`src/rtl/multicycle_controller_if.sv`:
```
// ---------------------------------------------------------------------------
// multicycle_controller_if
// Memory handshake bundle between the multi-cycle controller and the
// instruction/data memories.
//   imem_req  controller -> imem   instruction fetch request
//   imem_ack  imem -> controller   instruction valid (IR captures this cycle)
//   dmem_req  controller -> dmem   data access request
//   dmem_we   controller -> dmem   1 = write, valid while dmem_req=1
//   dmem_ack  dmem -> controller   data access complete
// ---------------------------------------------------------------------------
interface multicycle_controller_if;
  logic imem_req;
  logic imem_ack;
  logic dmem_req;
  logic dmem_we;
  logic dmem_ack;

  modport master (
    output imem_req,
    output dmem_req,
    output dmem_we,
    input  imem_ack,
    input  dmem_ack
  );

  modport slave (
    input  imem_req,
    input  dmem_req,
    input  dmem_we,
    output imem_ack,
    output dmem_ack
  );
endinterface

```
`src/rtl/multicycle_controller.sv`:
```
// ---------------------------------------------------------------------------
// multicycle_controller
// Per-instruction sequencing FSM for the 8-bit 4-GPR datapath. Fetch and
// data accesses use req/ack so either memory may stretch an access; a run
// of TIMEOUT_CYCLES unacknowledged request cycles parks the FSM in FAULT.
//
// Ports:
//   clock       system clock (rising edge)
//   reset       synchronous, active-low
//   run         level, 1 = free-run
//   step        single-step request (rising edge detected internally)
//   opcode      IR[7:6]: 00 ADD, 01 LOAD, 10 STORE, 11 BRANCH
//   mem         memory handshake bundle (master side)
//   ir_write    load IR
//   pc_write    update PC (one pulse per instruction)
//   pc_src      0 = PC+1, 1 = PC+1+sext(IR[1:0])
//   reg_write   GPR write enable
//   reg_dst     1 = dest IR[1:0], 0 = dest IR[3:2]
//   alu_src     1 = ALU B is the sign-extended immediate
//   mem_to_reg  1 = writeback from memory read data
//   halted      1 in IDLE
//   fault       1 in FAULT
//   state       current state code
//   retired     completed-instruction count, wraps
// ---------------------------------------------------------------------------
module multicycle_controller #(
  parameter int TIMEOUT_CYCLES = 15,
  parameter int CNT_WIDTH      = 16
) (
  input  logic                     clock,
  input  logic                     reset,
  input  logic                     run,
  input  logic                     step,
  input  logic [1:0]               opcode,
  multicycle_controller_if.master  mem,
  output logic                     ir_write,
  output logic                     pc_write,
  output logic                     pc_src,
  output logic                     reg_write,
  output logic                     reg_dst,
  output logic                     alu_src,
  output logic                     mem_to_reg,
  output logic                     halted,
  output logic                     fault,
  output logic [2:0]               state,
  output logic [CNT_WIDTH-1:0]     retired
);

  typedef enum logic [2:0] {
    S_IDLE   = 3'd0,
    S_FETCH  = 3'd1,
    S_DECODE = 3'd2,
    S_EXEC   = 3'd3,
    S_MEM    = 3'd4,
    S_WB     = 3'd5,
    S_FAULT  = 3'd7
  } state_t;

  localparam logic [1:0] OP_ADD    = 2'b00;
  localparam logic [1:0] OP_LOAD   = 2'b01;
  localparam logic [1:0] OP_STORE  = 2'b10;
  localparam logic [7:0] TIMEOUT_LIM = 8'(TIMEOUT_CYCLES);
  localparam logic [CNT_WIDTH-1:0] CNT_ONE = CNT_WIDTH'(1);

  state_t               r_state;
  state_t               w_state_next;
  state_t               w_done_next;
  logic [1:0]           r_op;
  logic                 r_single;
  logic                 w_single_next;
  logic                 r_step_q;
  logic                 w_step_edge;
  logic [7:0]           r_wait;
  logic                 w_wait_inc;
  logic                 w_timeout;
  logic                 w_retire;
  logic [CNT_WIDTH-1:0] r_retired;
  logic                 w_imem_req;
  logic                 w_dmem_req;
  logic                 w_dmem_we;

  assign w_step_edge = step & ~r_step_q;
  // The current wait cycle is the last one allowed when the count would hit the limit.
  assign w_timeout   = (r_wait + 8'd1) == TIMEOUT_LIM;
  // Where a completed instruction goes: keep fetching only in free-run mode.
  assign w_done_next = (run && !r_single) ? S_FETCH : S_IDLE;

  always_comb begin
    w_state_next  = r_state;
    w_single_next = r_single;
    w_wait_inc    = 1'b0;
    w_retire      = 1'b0;
    w_imem_req    = 1'b0;
    w_dmem_req    = 1'b0;
    w_dmem_we     = 1'b0;
    ir_write      = 1'b0;
    pc_write      = 1'b0;
    pc_src        = 1'b0;
    reg_write     = 1'b0;
    reg_dst       = 1'b0;
    alu_src       = 1'b0;
    mem_to_reg    = 1'b0;

    case (r_state)
      S_IDLE: begin
        if (run) begin
          w_state_next  = S_FETCH;
          w_single_next = 1'b0;
        end else if (w_step_edge) begin
          w_state_next  = S_FETCH;
          w_single_next = 1'b1;
        end
      end

      S_FETCH: begin
        w_imem_req = 1'b1;
        if (mem.imem_ack) begin
          ir_write     = 1'b1;
          w_state_next = S_DECODE;
        end else begin
          w_wait_inc = 1'b1;
          if (w_timeout) begin
            w_state_next = S_FAULT;
          end
        end
      end

      S_DECODE: begin
        w_state_next = S_EXEC;
      end

      S_EXEC: begin
        case (r_op)
          OP_ADD: begin
            reg_dst      = 1'b1;
            w_state_next = S_WB;
          end
          OP_LOAD, OP_STORE: begin
            alu_src      = 1'b1;
            w_state_next = S_MEM;
          end
          default: begin
            // BRANCH completes here: PC takes the relative target.
            pc_src       = 1'b1;
            pc_write     = 1'b1;
            w_retire     = 1'b1;
            w_state_next = w_done_next;
          end
        endcase
      end

      S_MEM: begin
        w_dmem_req = 1'b1;
        alu_src    = 1'b1;
        w_dmem_we  = (r_op == OP_STORE);
        if (mem.dmem_ack) begin
          if (r_op == OP_LOAD) begin
            w_state_next = S_WB;
          end else begin
            pc_write     = 1'b1;
            w_retire     = 1'b1;
            w_state_next = w_done_next;
          end
        end else begin
          w_wait_inc = 1'b1;
          if (w_timeout) begin
            w_state_next = S_FAULT;
          end
        end
      end

      S_WB: begin
        reg_write    = 1'b1;
        pc_write     = 1'b1;
        w_retire     = 1'b1;
        mem_to_reg   = (r_op == OP_LOAD);
        reg_dst      = (r_op == OP_ADD);
        alu_src      = (r_op == OP_LOAD);
        w_state_next = w_done_next;
      end

      S_FAULT: begin
        w_state_next = S_FAULT;
      end

      // Unused code 6 falls back to IDLE.
      default: begin
        w_state_next = S_IDLE;
      end
    endcase
  end

  always_ff @(posedge clock) begin
    if (!reset) begin
      r_state   <= S_IDLE;
      r_op      <= 2'b00;
      r_single  <= 1'b0;
      // Starts high so a step held through reset release is not an edge.
      r_step_q  <= 1'b1;
      r_wait    <= 8'd0;
      r_retired <= '0;
    end else begin
      r_state  <= w_state_next;
      r_single <= w_single_next;
      r_step_q <= step;
      if (r_state == S_DECODE) begin
        r_op <= opcode;
      end
      if (w_state_next != r_state) begin
        r_wait <= 8'd0;
      end else if (w_wait_inc) begin
        r_wait <= r_wait + 8'd1;
      end
      if (w_retire) begin
        r_retired <= r_retired + CNT_ONE;
      end
    end
  end

  assign mem.imem_req = w_imem_req;
  assign mem.dmem_req = w_dmem_req;
  assign mem.dmem_we  = w_dmem_we;
  assign halted       = (r_state == S_IDLE);
  assign fault        = (r_state == S_FAULT);
  assign state        = r_state;
  assign retired      = r_retired;

endmodule

```
`src/flat_wrapper.sv`:
```
// flat-port wrapper written by rule: the top's interface ports become plain ports
module multicycle_controller_flat 
#(
  parameter int TIMEOUT_CYCLES = 15,
  parameter int CNT_WIDTH      = 16
)
  (clock, reset, run, step, opcode, ir_write, pc_write, pc_src, reg_write, reg_dst, alu_src, mem_to_reg, halted, fault, state, retired, mem_imem_req, mem_dmem_req, mem_dmem_we, mem_imem_ack, mem_dmem_ack);
  multicycle_controller_if mem_i ();
  input  logic clock;
  input  logic reset;
  input  logic run;
  input  logic step;
  input  logic [1:0] opcode;
  output logic ir_write;
  output logic pc_write;
  output logic pc_src;
  output logic reg_write;
  output logic reg_dst;
  output logic alu_src;
  output logic mem_to_reg;
  output logic halted;
  output logic fault;
  output logic [2:0] state;
  output logic [CNT_WIDTH-1:0] retired;
  output wire logic [$bits(mem_i.imem_req)-1:0] mem_imem_req;
  output wire logic [$bits(mem_i.dmem_req)-1:0] mem_dmem_req;
  output wire logic [$bits(mem_i.dmem_we)-1:0] mem_dmem_we;
  input wire logic [$bits(mem_i.imem_ack)-1:0] mem_imem_ack;
  input wire logic [$bits(mem_i.dmem_ack)-1:0] mem_dmem_ack;
  assign mem_imem_req = mem_i.imem_req;
  assign mem_dmem_req = mem_i.dmem_req;
  assign mem_dmem_we = mem_i.dmem_we;
  assign mem_i.imem_ack = mem_imem_ack;
  assign mem_i.dmem_ack = mem_dmem_ack;
  multicycle_controller #(.TIMEOUT_CYCLES(TIMEOUT_CYCLES), .CNT_WIDTH(CNT_WIDTH)) u_core (.clock(clock), .reset(reset), .run(run), .step(step), .opcode(opcode), .mem(mem_i), .ir_write(ir_write), .pc_write(pc_write), .pc_src(pc_src), .reg_write(reg_write), .reg_dst(reg_dst), .alu_src(alu_src), .mem_to_reg(mem_to_reg), .halted(halted), .fault(fault), .state(state), .retired(retired));
endmodule
```
`config.mk`:
```
export PLATFORM = sky130hd
export DESIGN_NAME = multicycle_controller_flat
export DESIGN_NICKNAME = d
export VERILOG_FILES = /design/src/rtl/multicycle_controller_if.sv /design/src/rtl/multicycle_controller.sv /design/src/flat_wrapper.sv
export SDC_FILE = /design/constraint.sdc
export NUM_CORES = 1
export LEC_CHECK = 0
export CAP_MARGIN = 20
export CORE_ASPECT_RATIO = 0.9
export CORE_MARGIN = 4
export CORE_UTILIZATION = 53
export CTS_BUF_LIST = sky130_fd_sc_hd__clkbuf_4 sky130_fd_sc_hd__clkbuf_8
export DETAILED_ROUTE_END_ITERATION = 10
export PLACE_DENSITY = 0.91
export SYNTH_ARGS = -nofsm -noshare
export SYNTH_HDL_FRONTEND = slang
export SYNTH_SLANG_ARGS = --single-unit
```
`constraint.sdc`:
```
create_clock -name clock -period 2.5 [get_ports clock]
set_input_delay 0.25 -clock clock [delete_from_list [all_inputs] [get_ports clock]]
set_output_delay 0.25 -clock clock [all_outputs]
set_load 0.02 [all_outputs]
```
==> summary by stage, run 1 <==
Run status
The run finished with clean final reports.

Global route
Across every metal layer, demand over resource in global routing totals 21.0%. The initial antenna violation count is 0. The global-route wire length before repair is 7.88 mm. The residual overflow from global routing is 0.

The number of global-route vias before repair is 1724. Entering global routing, the biggest net connects 17 pins.

Synthesis
The synthesized flop and latch total is 31. In the post-synthesis netlist, the biggest area contributors are sky130_fd_sc_hd__dfxtp_1 33%, sky130_fd_sc_hd__xnor2_1 6.1%, sky130_fd_sc_hd__ha_1 5.4%. For this run, the register share of the synthesized area comes to 33.2%. The number of distinct library cells after synthesis is 44. The synthesized netlist cell count is 228. Of all cell types, the one taking the most synthesized area is sky130_fd_sc_hd__dfxtp_1. A synthesized cell averages 8.19 um^2. The synthesized netlist occupies a cell area of 1870 um^2.

Of the post-synthesis cell area, the dominant cell type holds 33.2%. The number of nets in the synthesized netlist is 244. The number of warnings issued by yosys is 0.

STA
In the final timing run, aggregate negative setup slack is 0 ns. The number of slew-limit violations in the final report is 0. Across all setup checks in the final design, the least slack found is 0.212 ns.

The worst slew margin relative to its limit is 53.5%. Setup repair after global routing left no endpoint under its margin. The minimum hold slack is 0.505 ns. The transition time at the pin with the least slew margin is 0.692 ns. The smallest clock period supported by the final layout is computed as 2.29 ns. Setup violations remaining at the end of the flow were counted as 0.

The number of endpoints with negative hold slack in the final report is 0. The worst clock skew is 0.0101 ns. Static timing analysis puts the maximum clock frequency at 437 MHz.

The portion of the clock cycle consumed by the worst path in the final layout is 91.5%.

Setup path
Together, buffers and inverters on the worst path number 1. The critical path goes through inv_1, ha_1, nand2b_1, a21o_1, a211oi_1, nand2_1, xnor2_1, and2_1. The cell family with the largest share of critical-path delay is compound AO/OA/AOI/OAI gates. The type of element capturing the critical path is a flop. The required time reported for the critical path endpoint is 2.68 ns.

STA puts the critical path data arrival time at 2.46 ns. The highest-delay cell along the critical path is sky130_fd_sc_hd__a211oi_1. The type of origin of the critical path is a flop. The biggest cell delay along the critical path is 0.55 ns.

The worst-path maximum fanout is 5. The type of the worst setup path is reg -> reg.

Clock network
CTS built an H-tree with a depth of 2. The clock-pin transition on the worst setup and hold timing paths is 0.07 ns. Once the clock tree was built, the setup fixing pass inserted 0 buffers.

The maximum count of clock buffers along a single path is 2. The root buffer cell chosen for the clock tree is sky130_fd_sc_hd__clkbuf_8. The clock latency reported for the late side of the worst-skew pair is 0.28 ns.

The count of hold-fix buffers inserted at cts is 0. The CTS tree is yes. The number of buffers added by the clock tree synthesis step is 5. The tree built by TritonCTS fans out to 31 sinks.

Die
The floorplan has 20 rows. The die span in x is 70.6 um. For this design the top-level I/O count stands at 39. The initial core utilization is 55.3%. The vertical die dimension is 64.3 um. The floorplan die area is 4540 um^2. The core region is 3380 um^2.

Drt
The number of design-rule violations left by the first detailed-router iteration is 201. The average wire length per cell after detail routing is 14.5 um. For this run, the detailed router's first-pass iteration total came to 4.

The average via count per standard cell is 5.70. The number of design rule violations left after detail routing is 0. The final wirelength is 4.58 mm. Summing over every cut layer, the via total after detailed routing is 1800. The detail route stage leaves a number of antenna-violating nets equal to 0.

Placed design
Input and output buffers added on the ports amount to 38. Routability-driven placement finished with a final weighted congestion of 0.847. The half-perimeter wire length after detailed placement is 3.40 mm. The minimum setup slack after placement is 0.247 ns.

Cells and area
The growth of design area from synthesis to finish is 28.6%. Once layout is complete, the utilization of the core stands at 71.1%. The ratio of cells with drive above 1 in the final layout is 8.09%. The number of antenna diodes in the final layout is 0. In the final design database the tool counted 287 nets.

Power and ir drop
In this run the static leakage power is 0.000846 uW. The total power consumption of the routed design is 1070 uW. The worst-case IR drop observed on VDD is 0.000445 V. The total power density per cell area is 444 nW/um^2.

Flow run
Across the run, the number of max-cap violations was 0.

Worst hold path
The min-delay analysis places its worst path in the category reg -> reg.
-- per-stage QoR --
step                      std cells  area, um^2
after floorplan                 228        1870
after global placement          308        2310
after detailed placement        308        2310
after CTS                       316        2400
after global routing            316        2400
final                           316        2400
-- worst paths after layout --
check                           slack (ns)  depth (start not counted)                end         startpoint
worst max-delay path                  0.21                          8  u_core.retired[8]     u_core.r_op[1]
worst min-delay path                  0.50                          2  u_core.retired[1]  u_core.retired[1]
worst max register to register        0.21                          8  u_core.retired[8]     u_core.r_op[1]
worst min register to register        0.50                          2  u_core.retired[1]  u_core.retired[1]
-- Yosys cell counts --
| cell | number |
|---|---|
| sky130_fd_sc_hd__a2111oi_2 | 1 |
| sky130_fd_sc_hd__nand3_1 | 10 |
| sky130_fd_sc_hd__xnor2_2 | 1 |
| sky130_fd_sc_hd__o41a_1 | 1 |
| sky130_fd_sc_hd__nand4_1 | 2 |
| sky130_fd_sc_hd__nor2b_1 | 5 |
| sky130_fd_sc_hd__nor3_1 | 11 |
| sky130_fd_sc_hd__a32o_1 | 1 |
| sky130_fd_sc_hd__ha_1 | 8 |
| sky130_fd_sc_hd__a211oi_1 | 2 |
| sky130_fd_sc_hd__buf_2 | 5 |
| sky130_fd_sc_hd__and3_1 | 6 |
| sky130_fd_sc_hd__a21o_1 | 1 |
| sky130_fd_sc_hd__a31oi_1 | 1 |
| sky130_fd_sc_hd__and4_1 | 3 |
| sky130_fd_sc_hd__xnor2_1 | 13 |
| sky130_fd_sc_hd__nor3_2 | 1 |
| sky130_fd_sc_hd__or3_4 | 1 |
| sky130_fd_sc_hd__o211ai_1 | 2 |
| sky130_fd_sc_hd__a311oi_1 | 1 |
| sky130_fd_sc_hd__nand2b_1 | 9 |
| sky130_fd_sc_hd__and3b_1 | 3 |
| sky130_fd_sc_hd__xor2_1 | 7 |
| sky130_fd_sc_hd__nor2_1 | 25 |
| sky130_fd_sc_hd__dfxtp_1 | 31 |
| sky130_fd_sc_hd__a2111oi_0 | 1 |
| sky130_fd_sc_hd__inv_1 | 10 |
| sky130_fd_sc_hd__a21boi_0 | 1 |
| sky130_fd_sc_hd__and4b_1 | 1 |
| sky130_fd_sc_hd__o21ai_0 | 8 |
| sky130_fd_sc_hd__o22a_1 | 1 |
| sky130_fd_sc_hd__or3_1 | 2 |
| sky130_fd_sc_hd__nand4b_1 | 2 |
| sky130_fd_sc_hd__a2111oi_4 | 1 |
| sky130_fd_sc_hd__o2111ai_1 | 2 |
| sky130_fd_sc_hd__nand3b_1 | 1 |
| sky130_fd_sc_hd__a31oi_4 | 1 |
| sky130_fd_sc_hd__o21ai_1 | 1 |
| sky130_fd_sc_hd__and2_1 | 5 |
| sky130_fd_sc_hd__a22oi_1 | 1 |
| sky130_fd_sc_hd__nor4_1 | 4 |
| sky130_fd_sc_hd__clkbuf_1 | 3 |
| sky130_fd_sc_hd__a21oi_1 | 11 |
| sky130_fd_sc_hd__nand2_1 | 21 |
-- flip-flops by register name, summed over array words and instances, names as in the netlist --
register	count
u_core.r_op	2
u_core.r_single	1
u_core.retired	16
u_core.state	3
u_core.r_wait	8
u_core.r_step_q	1
-- report_power, final --
group | internal, uW | switching (uW)
Combinational | 66.0 | 90.2
Clock | 193 | 199
Sequential | 502 | 15.6
-- what timing repair did --
action                     in CTS  in global routing
cloned                          0                  0
pin swaps                       0                  0
gates resized for setup         1                  2
setup endpoints to repair       1                  2
-- kinds of logic (layout without fill, tap and decap cells) --
kind of cell,after synthesis,count (layout),synth area share [%]
AND/OR/NAND/NOR,112,112,31.8
AO/OA/AOI/OAI,38,38,15.4
flip-flops,31,31,33.2
XOR/XNOR,21,21,10.3
buffers and inverters,18,62,3.95
adder cells (fa/ha/maj),8,8,5.36
-- cells in the final DEF (no fill, tap or decap), types with 7 or more instances in the layout --
cell,n
sky130_fd_sc_hd__a21oi_1,11
sky130_fd_sc_hd__clkdlybuf4s50_1,37
sky130_fd_sc_hd__dfxtp_1,29
sky130_fd_sc_hd__ha_1,8
sky130_fd_sc_hd__inv_1,10
sky130_fd_sc_hd__nand2_1,21
sky130_fd_sc_hd__nand2b_1,9
sky130_fd_sc_hd__nand3_1,10
sky130_fd_sc_hd__nor2_1,25
sky130_fd_sc_hd__nor3_1,11
sky130_fd_sc_hd__o21ai_0,8
sky130_fd_sc_hd__xnor2_1,13
sky130_fd_sc_hd__xor2_1,7
-- layer usage --
| metal | vias up | wire length, um | GRT usage (%) |
|---|---|---|---|
| li1 | 882 | - | - |
| met3 | 4 | 347 | 4.25 |
| met2 | 83 | 2140 | 35.9 |
| met4 | 0 | 42 | 5.87 |
| met5 | - | 0 | 0 |
| met1 | 831 | 2050 | 26.9 |
-- tightest hold or removal path: cells and delay by family (launching register included) --
family / cells / cell delay (ns)
simple gates: 1 / 0.07
flops: 1 / 0.34
compound gates: 1 / 0.05
-- area by class of cell --
cell class | count | area, um^2
repair buffers | 44 | 424
well taps | 44 | 55.1
inverters | 10 | 37.5
clock inverters | 3 | 20.0
multi-input cells | 179 | 1170
fillers | 256 | 977
clock buffers | 5 | 68.8
flip-flops and latches | 31 | 623
No activity file was read; power rests on OpenSTA's default activity.
==> run 2: changes to the inputs <==
- CELL_PAD_IN_SITES_DETAIL_PLACEMENT: not set -> 0
- CELL_PAD_IN_SITES_GLOBAL_PLACEMENT: not set -> 1
- CORE_UTILIZATION: 53 -> 39
==> summary by stage, run 2 (same netlist as run 1, synthesis figures left out) <==
Run status
The run finished with clean final reports.

Clock network
The CTS tree is yes. The count of hold-fix buffers inserted at cts was 0 (unchanged). The maximum count of clock buffers along a single path was 2 (unchanged). The clock latency reported for the late side of the worst-skew pair is 0.28 ns (about the same). The number of buffers added by the clock tree synthesis step is 5 (unchanged).

The clock-pin transition on the worst setup and hold timing paths is 0.07 ns (about the same). The number of post-CTS setup repair buffers was 0 (unchanged). In this run the clock root is driven by a sky130_fd_sc_hd__clkbuf_8. The CTS sink count is 31 (unchanged). The number of H-tree levels was 2 (unchanged).

STA
The maximum operating frequency came to 448 MHz (+2.4%). The number of endpoints with negative hold slack in the final report is 0 (unchanged). The minimum clock period after layout is 2.23 ns (-0.0546 ns). The number of slew-limit violations in the final report is 0 (unchanged). The worst slew margin relative to its limit came to 51.8% (-1.7 points). The worst clock skew was 0.00595 ns (-0.00417 ns). The final worst setup slack is 0.267 ns (+0.0546 ns).

Setup repair after global routing left no endpoint under its margin. The portion of the clock cycle consumed by the worst path in the final layout is 89.3% (-2.2 points). The final setup violation count is 0 (unchanged). The transition time at the pin with the least slew margin is 0.718 ns (+0.0259 ns).

The final total negative setup slack is 0 ns (unchanged).

Cells and area
The post-route cell area came to 2460 um^2 (+2.4%). The number of standard cells in the layout, taps in and fillers out is 337 (+6.6%). The growth of design area from synthesis to finish is 31.7%.

Leaving out fill and tap cells, the most frequent cell in the layout is sky130_fd_sc_hd__clkdlybuf4s50_1. The flip-flop count of the largest register, all copies and words added was 16 (unchanged). The number of filler instances in the final layout is 466 (+82%). The number of nets in the layout came to 290 (+1.0%). The ratio of cells with drive above 1 in the final layout was 8.36% (+0.28 points). The top cell types in the final layout, fill and taps aside, are 37 x sky130_fd_sc_hd__clkdlybuf4s50_1, 31 x sky130_fd_sc_hd__dfxtp_1, 25 x sky130_fd_sc_hd__nor2_1, 21 x sky130_fd_sc_hd__nand2_1, 13 x sky130_fd_sc_hd__xnor2_1. The number of antenna cells inserted is 0 (unchanged). The core utilization of the finished layout is 54.1% (-17 points).

Die
The floorplan core area was 4550 um^2 (+35%). The count of boundary I/O pins is 39 (unchanged). The die span in x is 80.9 um (+15%). The vertical die dimension is 73.6 um (+15%).

The initial core utilization is 41.1% (-14 points). The floorplan die area is 5960 um^2 (+31%). The count of standard-cell rows came to 23 (+15%).

Placed design
The instance count after placement with tap cells included is 329 (+6.8%). The number of I/O port buffers is 38 (unchanged). The half-perimeter wire length after detailed placement is 3.23 mm (-5.1%). The final weighted congestion in routability-driven placement is 0.775 (-8.6%). The minimum setup slack after placement is 0.223 ns (-0.0241 ns). The cell area after placement is 2360 um^2 (+1.9%).

Setup path
The required time reported for the critical path endpoint is 2.25 ns (-0.43 ns). The worst path arrival time is 1.98 ns (-0.48 ns). The count of buffering cells on the critical path with inverters included came to 3 (+2). The cell family with the largest share of critical-path delay is buffers and inverters. The type of element capturing the critical path is an output pin. The biggest cell delay along the critical path is 0.61 ns (+0.06 ns). The highest-delay cell along the critical path is sky130_fd_sc_hd__clkdlybuf4s50_1. The type of the worst setup path is reg -> out. The critical path goes through buf_4, and3b_1, nand2_1, inv_1, clkdlybuf4s50_1. The type of origin of the critical path is a flop. The worst-path maximum fanout is 8 (+3).

Global route
The global-route wire length before repair is 7.31 mm (-7.2%). The residual overflow from global routing was 0 (unchanged). The number of global-route vias before repair is 1622 (-5.9%). The total routing usage reported by global routing is 15.6% (-5.5 points).

The largest net degree at the start of global routing is 18 (+1). The initial antenna violation count came to 0 (unchanged).

Drt
The number of design-rule violations left by the first detailed-router iteration is 101 (-50%). The average wire length per cell after detail routing is 12.7 um (-12%). The number of nets with antenna violations after detailed routing is 0 (unchanged). The final wirelength was 4.29 mm (-6.3%). The total number of vias is 1767 (-1.8%). The number of design rule violations left after detail routing is 0 (unchanged).

The average via count per standard cell is 5.24 (-8.0%). The length of the first detailed-routing pass in iterations came to 5 (+1).

Power and ir drop
The total power density per cell area came to 454 nW/um^2 (+2.1%). The worst vdd rail ir drop is 0.000263 V (-41%). The total leakage power is 0.000871 uW (+3.0%).

Flow run
The number of maximum-capacitance constraint violations was 0 (unchanged).

Worst hold path
The tightest min-delay check is of the reg -> reg type.
## run 2: changes by cell type in the layout (fill, tap and decap cells not counted)
cell / before / now
sky130_fd_sc_hd__buf_4: 6 / 9
sky130_fd_sc_hd__clkbuf_8: 5 / 7
sky130_fd_sc_hd__dfxtp_1: 29 / 31
sky130_fd_sc_hd__dfxtp_2: 2 / 0
sky130_fd_sc_hd__clkinv_2: 1 / 0
sky130_fd_sc_hd__clkinvlp_4: 2 / 1
## run 2: tightest hold or removal path: stages, from the launching register on
cell                      delay [ns]
sky130_fd_sc_hd__dfxtp_1        0.33
sky130_fd_sc_hd__o21ai_0        0.07
sky130_fd_sc_hd__a21oi_1        0.06
## run 2: timing repair
| item | in CTS | in global routing |
|---|---|---|
| gates resized for setup | 1 | 0 |
| endpoints found under the hold margin | 0 | 0 |
| setup endpoints to repair | 1 | 0 |
## run 2: path summary, 6_finish.rpt
check | start | endpoint | slack (ns) | cells after the start
worst min register to register | u_core.retired[7] | u_core.retired[7] | 0.50 | 2
worst max register to register | u_core.state[2] | u_core.r_wait[1] | 0.27 | 6
worst min-delay path | u_core.retired[7] | u_core.retired[7] | 0.50 | 2
worst max-delay path | u_core.state[0] | pc_src | 0.27 | 5
## run 2: area by class of cell
type | instances | area, um^2 | share of cell area (%)
Sequential cell | 31 | 621 | 25.2
Clock buffer | 7 | 96.3 | 3.92
Timing Repair Buffer | 47 | 447 | 18.2
Inverter | 10 | 37.5 | 1.53
Tap cell | 62 | 77.6 | 3.16
Clock inverter | 1 | 7.51 | 0.305
Multi-Input combinational cell | 179 | 1170 | 47.7
## run 2: through the flow
step / total power [uW] / hold slack (ns)
after floorplan: 622 / 0.323
after global placement: 683 / 0.486
after detailed placement: 685 / 0.494
after CTS: 1130 / 0.504
after global routing: 1170 / 0.528
final: 1120 / 0.501
## run 2: report_power, final
part | switching (uW) | internal (uW)
registers | 11.2 | 502
logic | 91.5 | 68.7
clock network | 192 | 250
## run 2: per-layer routing
layer | share of wire (%) | global-route usage (%)
met1 | 50 | 22.1
met2 | 44 | 22.6
met4 | 1.5 | 6.57
met3 | 4.9 | 3.43
met5 | 0 | 0
